===== src/rtl/apb_pkg.sv =====
// Shared types and constants for the APB slave memory block.
// Build option: APB_SLAVE_PSLVERR_EN enables out-of-range error responses.
package apb_pkg;

    localparam int ADDR_W_DEF = 8;
    localparam int DATA_W_DEF = 8;
    localparam int MAX_WAIT   = 15;

    typedef enum logic {
        APB_S_IDLE   = 1'b0,
        APB_S_ACCESS = 1'b1
    } apb_state_t;

endpackage


===== src/rtl/apb_reg_mem.sv =====
// Register-file backing store with a synchronous write port and a
// read-capture register that clears on reset or on a rejected read.
module apb_reg_mem
    import apb_pkg::*;
#(
    parameter int DEPTH  = 256,
    parameter int DATA_W = DATA_W_DEF,
    parameter int IW     = 8
) (
    input  logic              clk,
    input  logic              rst,
    input  logic              we,
    input  logic [IW-1:0]     waddr,
    input  logic [DATA_W-1:0] wdata,
    input  logic              re,
    input  logic [IW-1:0]     raddr,
    input  logic              rok,
    output logic [DATA_W-1:0] rdata
);

    logic [DATA_W-1:0] mem [DEPTH];

    // Storage is never reset; only a completed write changes it
    always_ff @(posedge clk) begin
        if (we) begin
            mem[waddr] <= wdata;
        end
    end

    // Capture read data at the setup edge and hold it until the next read
    always_ff @(posedge clk or negedge rst) begin
        if (!rst) begin
            rdata <= '0;
        end else if (re) begin
            rdata <= rok ? mem[raddr] : '0;
        end
    end

endmodule


===== src/rtl/apb_slave_mem.sv =====
// APB slave endpoint: memory-backed with programmable wait states.
// Build option: APB_SLAVE_PSLVERR_EN flags addresses >= DEPTH as errors.
module apb_slave_mem
    import apb_pkg::*;
#(
    parameter int ADDR_W      = ADDR_W_DEF,
    parameter int DATA_W      = DATA_W_DEF,
    parameter int DEPTH       = 256,
    parameter int WAIT_STATES = 0
) (
    input  logic              clk,
    input  logic              rst,
    input  logic              psel,
    input  logic              penable,
    input  logic              pwrite,
    input  logic [ADDR_W-1:0] padd,
    input  logic [DATA_W-1:0] pwdata,
    output logic [DATA_W-1:0] pr_data,
    output logic              pready,
    output logic              pslverr
);

    localparam int IW = (DEPTH > 1) ? $clog2(DEPTH) : 1;
    localparam int CW = $clog2(MAX_WAIT + 1);

    apb_state_t    state_q;
    apb_state_t    state_d;
    logic [CW-1:0] cnt_q;
    logic [31:0]   padd_w;
    logic [IW-1:0] idx;
    logic          addr_ok;
    logic          setup;
    logic          access;

    assign padd_w = 32'(padd);
    assign idx    = IW'(padd_w % 32'(DEPTH));

`ifdef APB_SLAVE_PSLVERR_EN
    assign addr_ok = padd_w < 32'(DEPTH);
`else
    assign addr_ok = 1'b1;
`endif

    assign setup  = (state_q == APB_S_IDLE) && psel && !penable;
    assign access = (state_q == APB_S_ACCESS) && psel && penable;

    // State register
    always_ff @(posedge clk or negedge rst) begin
        if (!rst) begin
            state_q <= APB_S_IDLE;
        end else begin
            state_q <= state_d;
        end
    end

    // Next state: enter on setup, leave on completion or deselect
    always_comb begin
        state_d = state_q;
        unique case (state_q)
            APB_S_IDLE: begin
                if (setup) begin
                    state_d = APB_S_ACCESS;
                end
            end
            APB_S_ACCESS: begin
                if (!psel) begin
                    state_d = APB_S_IDLE;
                end else if (access && cnt_q == '0) begin
                    state_d = APB_S_IDLE;
                end
            end
            default: state_d = APB_S_IDLE;
        endcase
    end

    // Completion strobe and error response
    always_comb begin
        pready  = 1'b0;
        pslverr = 1'b0;
        if (access && cnt_q == '0) begin
            pready = 1'b1;
`ifdef APB_SLAVE_PSLVERR_EN
            pslverr = !addr_ok;
`endif
        end
    end

    // Wait counter: loaded at setup, counts down during access
    always_ff @(posedge clk or negedge rst) begin
        if (!rst) begin
            cnt_q <= '0;
        end else if (setup) begin
            cnt_q <= CW'(WAIT_STATES);
        end else if (access && cnt_q != '0) begin
            cnt_q <= cnt_q - CW'(1);
        end
    end

    apb_reg_mem #(
        .DEPTH  (DEPTH),
        .DATA_W (DATA_W),
        .IW     (IW)
    ) u_mem (
        .clk   (clk),
        .rst   (rst),
        .we    (pready && pwrite && addr_ok),
        .waddr (idx),
        .wdata (pwdata),
        .re    (setup && !pwrite),
        .raddr (idx),
        .rok   (addr_ok),
        .rdata (pr_data)
    );

endmodule


===== config.mk =====
export PLATFORM = sky130hd
export DESIGN_NAME = apb_slave_mem
export DESIGN_NICKNAME = d
export VERILOG_FILES = /design/src/rtl/apb_pkg.sv /design/src/rtl/apb_reg_mem.sv /design/src/rtl/apb_slave_mem.sv
export SDC_FILE = /design/constraint.sdc
export NUM_CORES = 2
export LEC_CHECK = 0
export CORE_MARGIN = 5
export CORE_UTILIZATION = 50
export CTS_BUF_LIST = sky130_fd_sc_hd__clkbuf_8 sky130_fd_sc_hd__clkbuf_16
export DETAILED_ROUTE_END_ITERATION = 10
export PLACE_DENSITY_LB_ADDON = 0.12
export SYNTH_ARGS = -nofsm -noshare
export SYNTH_HDL_FRONTEND = slang
export SYNTH_HIERARCHICAL = 1
export SYNTH_SLANG_ARGS = --single-unit

===== constraint.sdc =====
create_clock -name clk -period 3.15 [get_ports clk]
set_input_delay 0.63 -clock clk [delete_from_list [all_inputs] [get_ports clk]]
set_output_delay 0.63 -clock clk [all_outputs]
set_load 0.05 [all_outputs]

==> summary.md <==
| Metric | Value |
|---|---|
| Total core area | `161000 sq um` |
| Setup TNS | `0 ns` |
| Critical path fanouts, max | `25` |
| CTS Root Cell | `clkbuf_16` |
| Initial DRC Count | `5462` |
| Share of synthesized registers carrying an async set or reset | `0.00631` |
| Die Y-Extent | `412 um` |
| Relative slew margins | `0.376` |
| CP Data Required Time | `3.89 ns` |
| TritonRoute pass-1 iters | `5` |
| Post-synth EDFFs | `2048` |
| Syn-to-layout area delta | `19.3%` |
| Grt ovf | `0` |
| Clk sinks | `between 2k and 2.5k` |
| DRC viols | `0` |
| H-tree levels | `4` |
| Crit end category | `flop` |
| Top-Level Pins | `31` |
| Routed length on met1 | `around 92000 um` |
| Final setup fails | `0` |
| Max Buffers Root-to-Sink | `3` |
| Post-synthesis sequential area ratio | `0.766` |
| Final Skew | `0.0421 ns` |
| Final Core Density | `0.599` |
| Crit share post-route | `0.980` |
| Startpoint types | `input port` |
| Clk pwr share | `0.415` |
| Hold slack final | `0.156 ns` |
| Pin count of the biggest net entering global routing | `between 100 and 150` |
| Synthesized area per cell | `20.5 sq um` |
| Sw Pwr | `12.4 mW` |
| DR WL/cell | `30.8 um` |
| Comb pwr share | `0.058` |
| Worst-Skew Late Latency | `0.85 ns` |
| Fin area | `96200 sq um` |
| P_int | `44.9 mW` |
| Lkg Pwr | `32.2 nW` |
| Antenna viol nets, final | `0` |
| Share of power burned in registers | `0.527` |
| DR vias/cell | `6.06` |
| Row count | `147` |
| # port buffers | `29` |
| CTS buffer count | `205` |
| Clock-pin transition on the worst setup and hold timing paths | `0.07 ns` |
| Peak supply drop | `0.560 mV` |
| GRT Total Usage | `0.259` |
| Max-slew violations | `0` |
| CTS tree | `done` |
| GP Congestion | `roughly 0.87` |
| Top FF cell, synth | `edfxtp_1` |
| HPWL Detailed | `145000 um` |
| Antenna violations before repair | `12` |
| Cell count after synthesis | `3930` |
| Post-CTS setup buffers | `0` |
| Placed instance count | `6700` |
| Class of the worst hold path | `input port to async pin` |
| Worst Tran Pin Value | `0.929 ns` |
| Initial Utilization | `0.502` |
| Unique masters post-synth | `67` |
| Routed Wire Length | `218000 um` |
| First-pass GRT wire length | `313000 um` |
| Share of layout cells above drive strength 1 | `0.319` |
| Die ar. | `169000 sq um` |
| Fmax | `324 MHz` |
| Dpl cell area | `89500 sq um` |
| Final Hold Vio Count | `0` |
| Min Tclk post-route | `between 3 and 4 ns` |
| WL met2 | `approximately 100000 um` |
| Worst Path Arrival | `3.83 ns` |
| Max-cap violations | `0` |
| Vias in the first global route | `around 43k` |
| Die width | `roughly 410 um` |
| Synth warn | `6` |
| Status | `finished clean` |
| Via count | `~43k` |
| Sw Share | `0.217` |
| Final std cells w/o fill | `7081` |
| PD cells | `~600 nW/um^2` |
| Highest layer used for signal routing | `met4` |
| Seq cells post-synth | `about 2.1k` |
| Post-Syn Area | `80700 sq um` |
| Setup Crit Path Kind | `input port to flop` |
| Final net count | `between 4k and 5k` |
| Met3 WL | `18200 um` |
| Syn nets | `3953` |
## per-stage QoR
step           setup slack [ns]  total power [mW]
2_1_floorplan           -0.0237              32.3
3_3_place_gp             -0.989              34.1
3_5_place_dp             -0.935              34.1
4_1_cts                0.000965              57.8
5_1_grt              -0.0000528              59.1
6_report                 0.0627              57.4
## power by group through the flow
| stage | clock network [mW] | logic [mW] | registers [mW] |
|---|---|---|---|
| 2_1_floorplan | 0 | 1.48 | 30.8 |
| 3_3_place_gp | 0 | 3.30 | 30.8 |
| 3_5_place_dp | 0 | 3.32 | 30.8 |
| 4_1_cts | 24.3 | 3.33 | 30.2 |
| 5_1_grt | 25.4 | 3.48 | 30.2 |
| 6_report | 23.8 | 3.32 | 30.2 |
## flip-flops by register name, summed over array words and instances (netlist names)
register / flops
u_mem/mem: 2048
cnt_q: 4
state_q: 1
u_mem/rdata: 8
## kinds of logic (layout without fill, tap and decap cells)
group,count (synthesis),count (layout),share of synthesized area
buffers and inverters,248,1237,0.0191
muxes,683,683,0.150
adders and majority gates,2,2,0.000310
and+or+nand+nor,565,565,0.0313
other,2,4,0.0000931
DFF,2061,2061,0.766
AOI/OAI and AO/OA,369,369,0.0324
## synth_stat cells, drive strengths merged (3+ instances only)
master | number | share of area
a2111o | 4 | 0.00056
a2111oi | 8 | 0.00095
a211o | 3 | 0.00033
a211oi | 21 | 0.0020
a21oi | 58 | 0.0036
a221oi | 13 | 0.0015
a22o | 8 | 0.00087
a22oi | 43 | 0.0040
a31oi | 7 | 0.00054
a32o | 3 | 0.00037
and2 | 13 | 0.0010
and3 | 7 | 0.00054
buf | 145 | 0.014
clkbuf | 93 | 0.0043
dfrtp | 13 | 0.0040
edfxtp | 2048 | 0.76
inv | 9 | 0.00042
mux2 | 15 | 0.0021
mux2i | 251 | 0.031
mux4 | 417 | 0.12
nand2 | 70 | 0.0033
nand2b | 9 | 0.00070
nand3 | 54 | 0.0034
nand4 | 15 | 0.0012
nor2 | 297 | 0.014
nor2b | 28 | 0.0022
nor3 | 43 | 0.0027
nor4 | 8 | 0.00062
o211ai | 4 | 0.00037
o21ai | 43 | 0.0027
o221ai | 63 | 0.0068
o22ai | 62 | 0.0048
o31ai | 6 | 0.00056
o32ai | 7 | 0.00076
o41ai | 4 | 0.00043
or3 | 6 | 0.00047
or3b | 4 | 0.00047
## worst max-delay path: stages
cell and delay (ns):
buf_8 0.39, buf_12 0.27, buf_4 0.24, nand2b_1 0.15
a211oi_1 0.06, a2111oi_1 0.84, buf_4 0.23, nor4b_1 0.06
o311ai_1 0.15, a31oi_1 0.27, buf_4 0.20, o41ai_1 0.31
## layout by cell type, fill, tap and decap left out, types with 21 or more instances in the layout
| cell type | instances |
|---|---|
| nor2_1 | 291 |
| clkbuf_16 | 206 |
| a22oi_1 | 43 |
| clkinv_1 | 41 |
| nand3_1 | 53 |
| buf_4 | 729 |
| o22ai_1 | 62 |
| o21ai_0 | 43 |
| edfxtp_1 | 2048 |
| clkinv_2 | 43 |
| buf_12 | 92 |
| o221ai_1 | 63 |
| inv_1 | 49 |
| nor2b_1 | 27 |
| a21oi_1 | 57 |
| mux4_2 | 403 |
| nand2_1 | 69 |
| mux2i_1 | 251 |
| a211oi_1 | 21 |
| nor3_1 | 43 |
## final timing paths
check | end | slack [ns] | depth (start not counted) | from
hold reg to reg | cnt_q[3]$_DFFE_PN0P_ | 0.48 | 1 | cnt_q[3]$_DFFE_PN0P_
min in group clk | u_mem/mem[78][3]$_DFFE_PP_ | 0.26 | 1 | pwdata[3]
hold / removal | state_q$_DFF_PN0_ | 0.16 | 2 | rst
setup / recovery | u_mem/rdata[2]$_DFFE_PN0P_ | 0.06 | 12 | padd[0]
setup reg to reg | u_mem/mem[243][5]$_DFFE_PP_ | 0.15 | 11 | cnt_q[0]$_DFFE_PN0P_
max in group asynchronous | u_mem/rdata[3]$_DFFE_PN0P_ | 2.74 | 2 | rst
## area by class of cell
type                            count  area [sq um]
Timing Repair Buffer              848          7630
Clock inverter                    164          1360
Clock buffer                      215          5280
Inverter                           10          41.3
Tap cell                         2160          2700
Multi-Input combinational cell   1621         17300
Fill cell                       11700         64400
Antenna cell                        2          5.00
Sequential cell                  2061         61800
## repair_timing
item	in CTS	in global routing
resized for setup	3	5
hold buffers	0	0
endpoints found under the setup margin	10	32
## metal layers
metal	track usage	vias to the layer above
met5	0	-
met4	0.0677	0
met3	0.0469	292
met2	0.401	1863
met1	0.385	22800
li1	-	18000
Note: power is estimated with default switching activity, not from simulation.
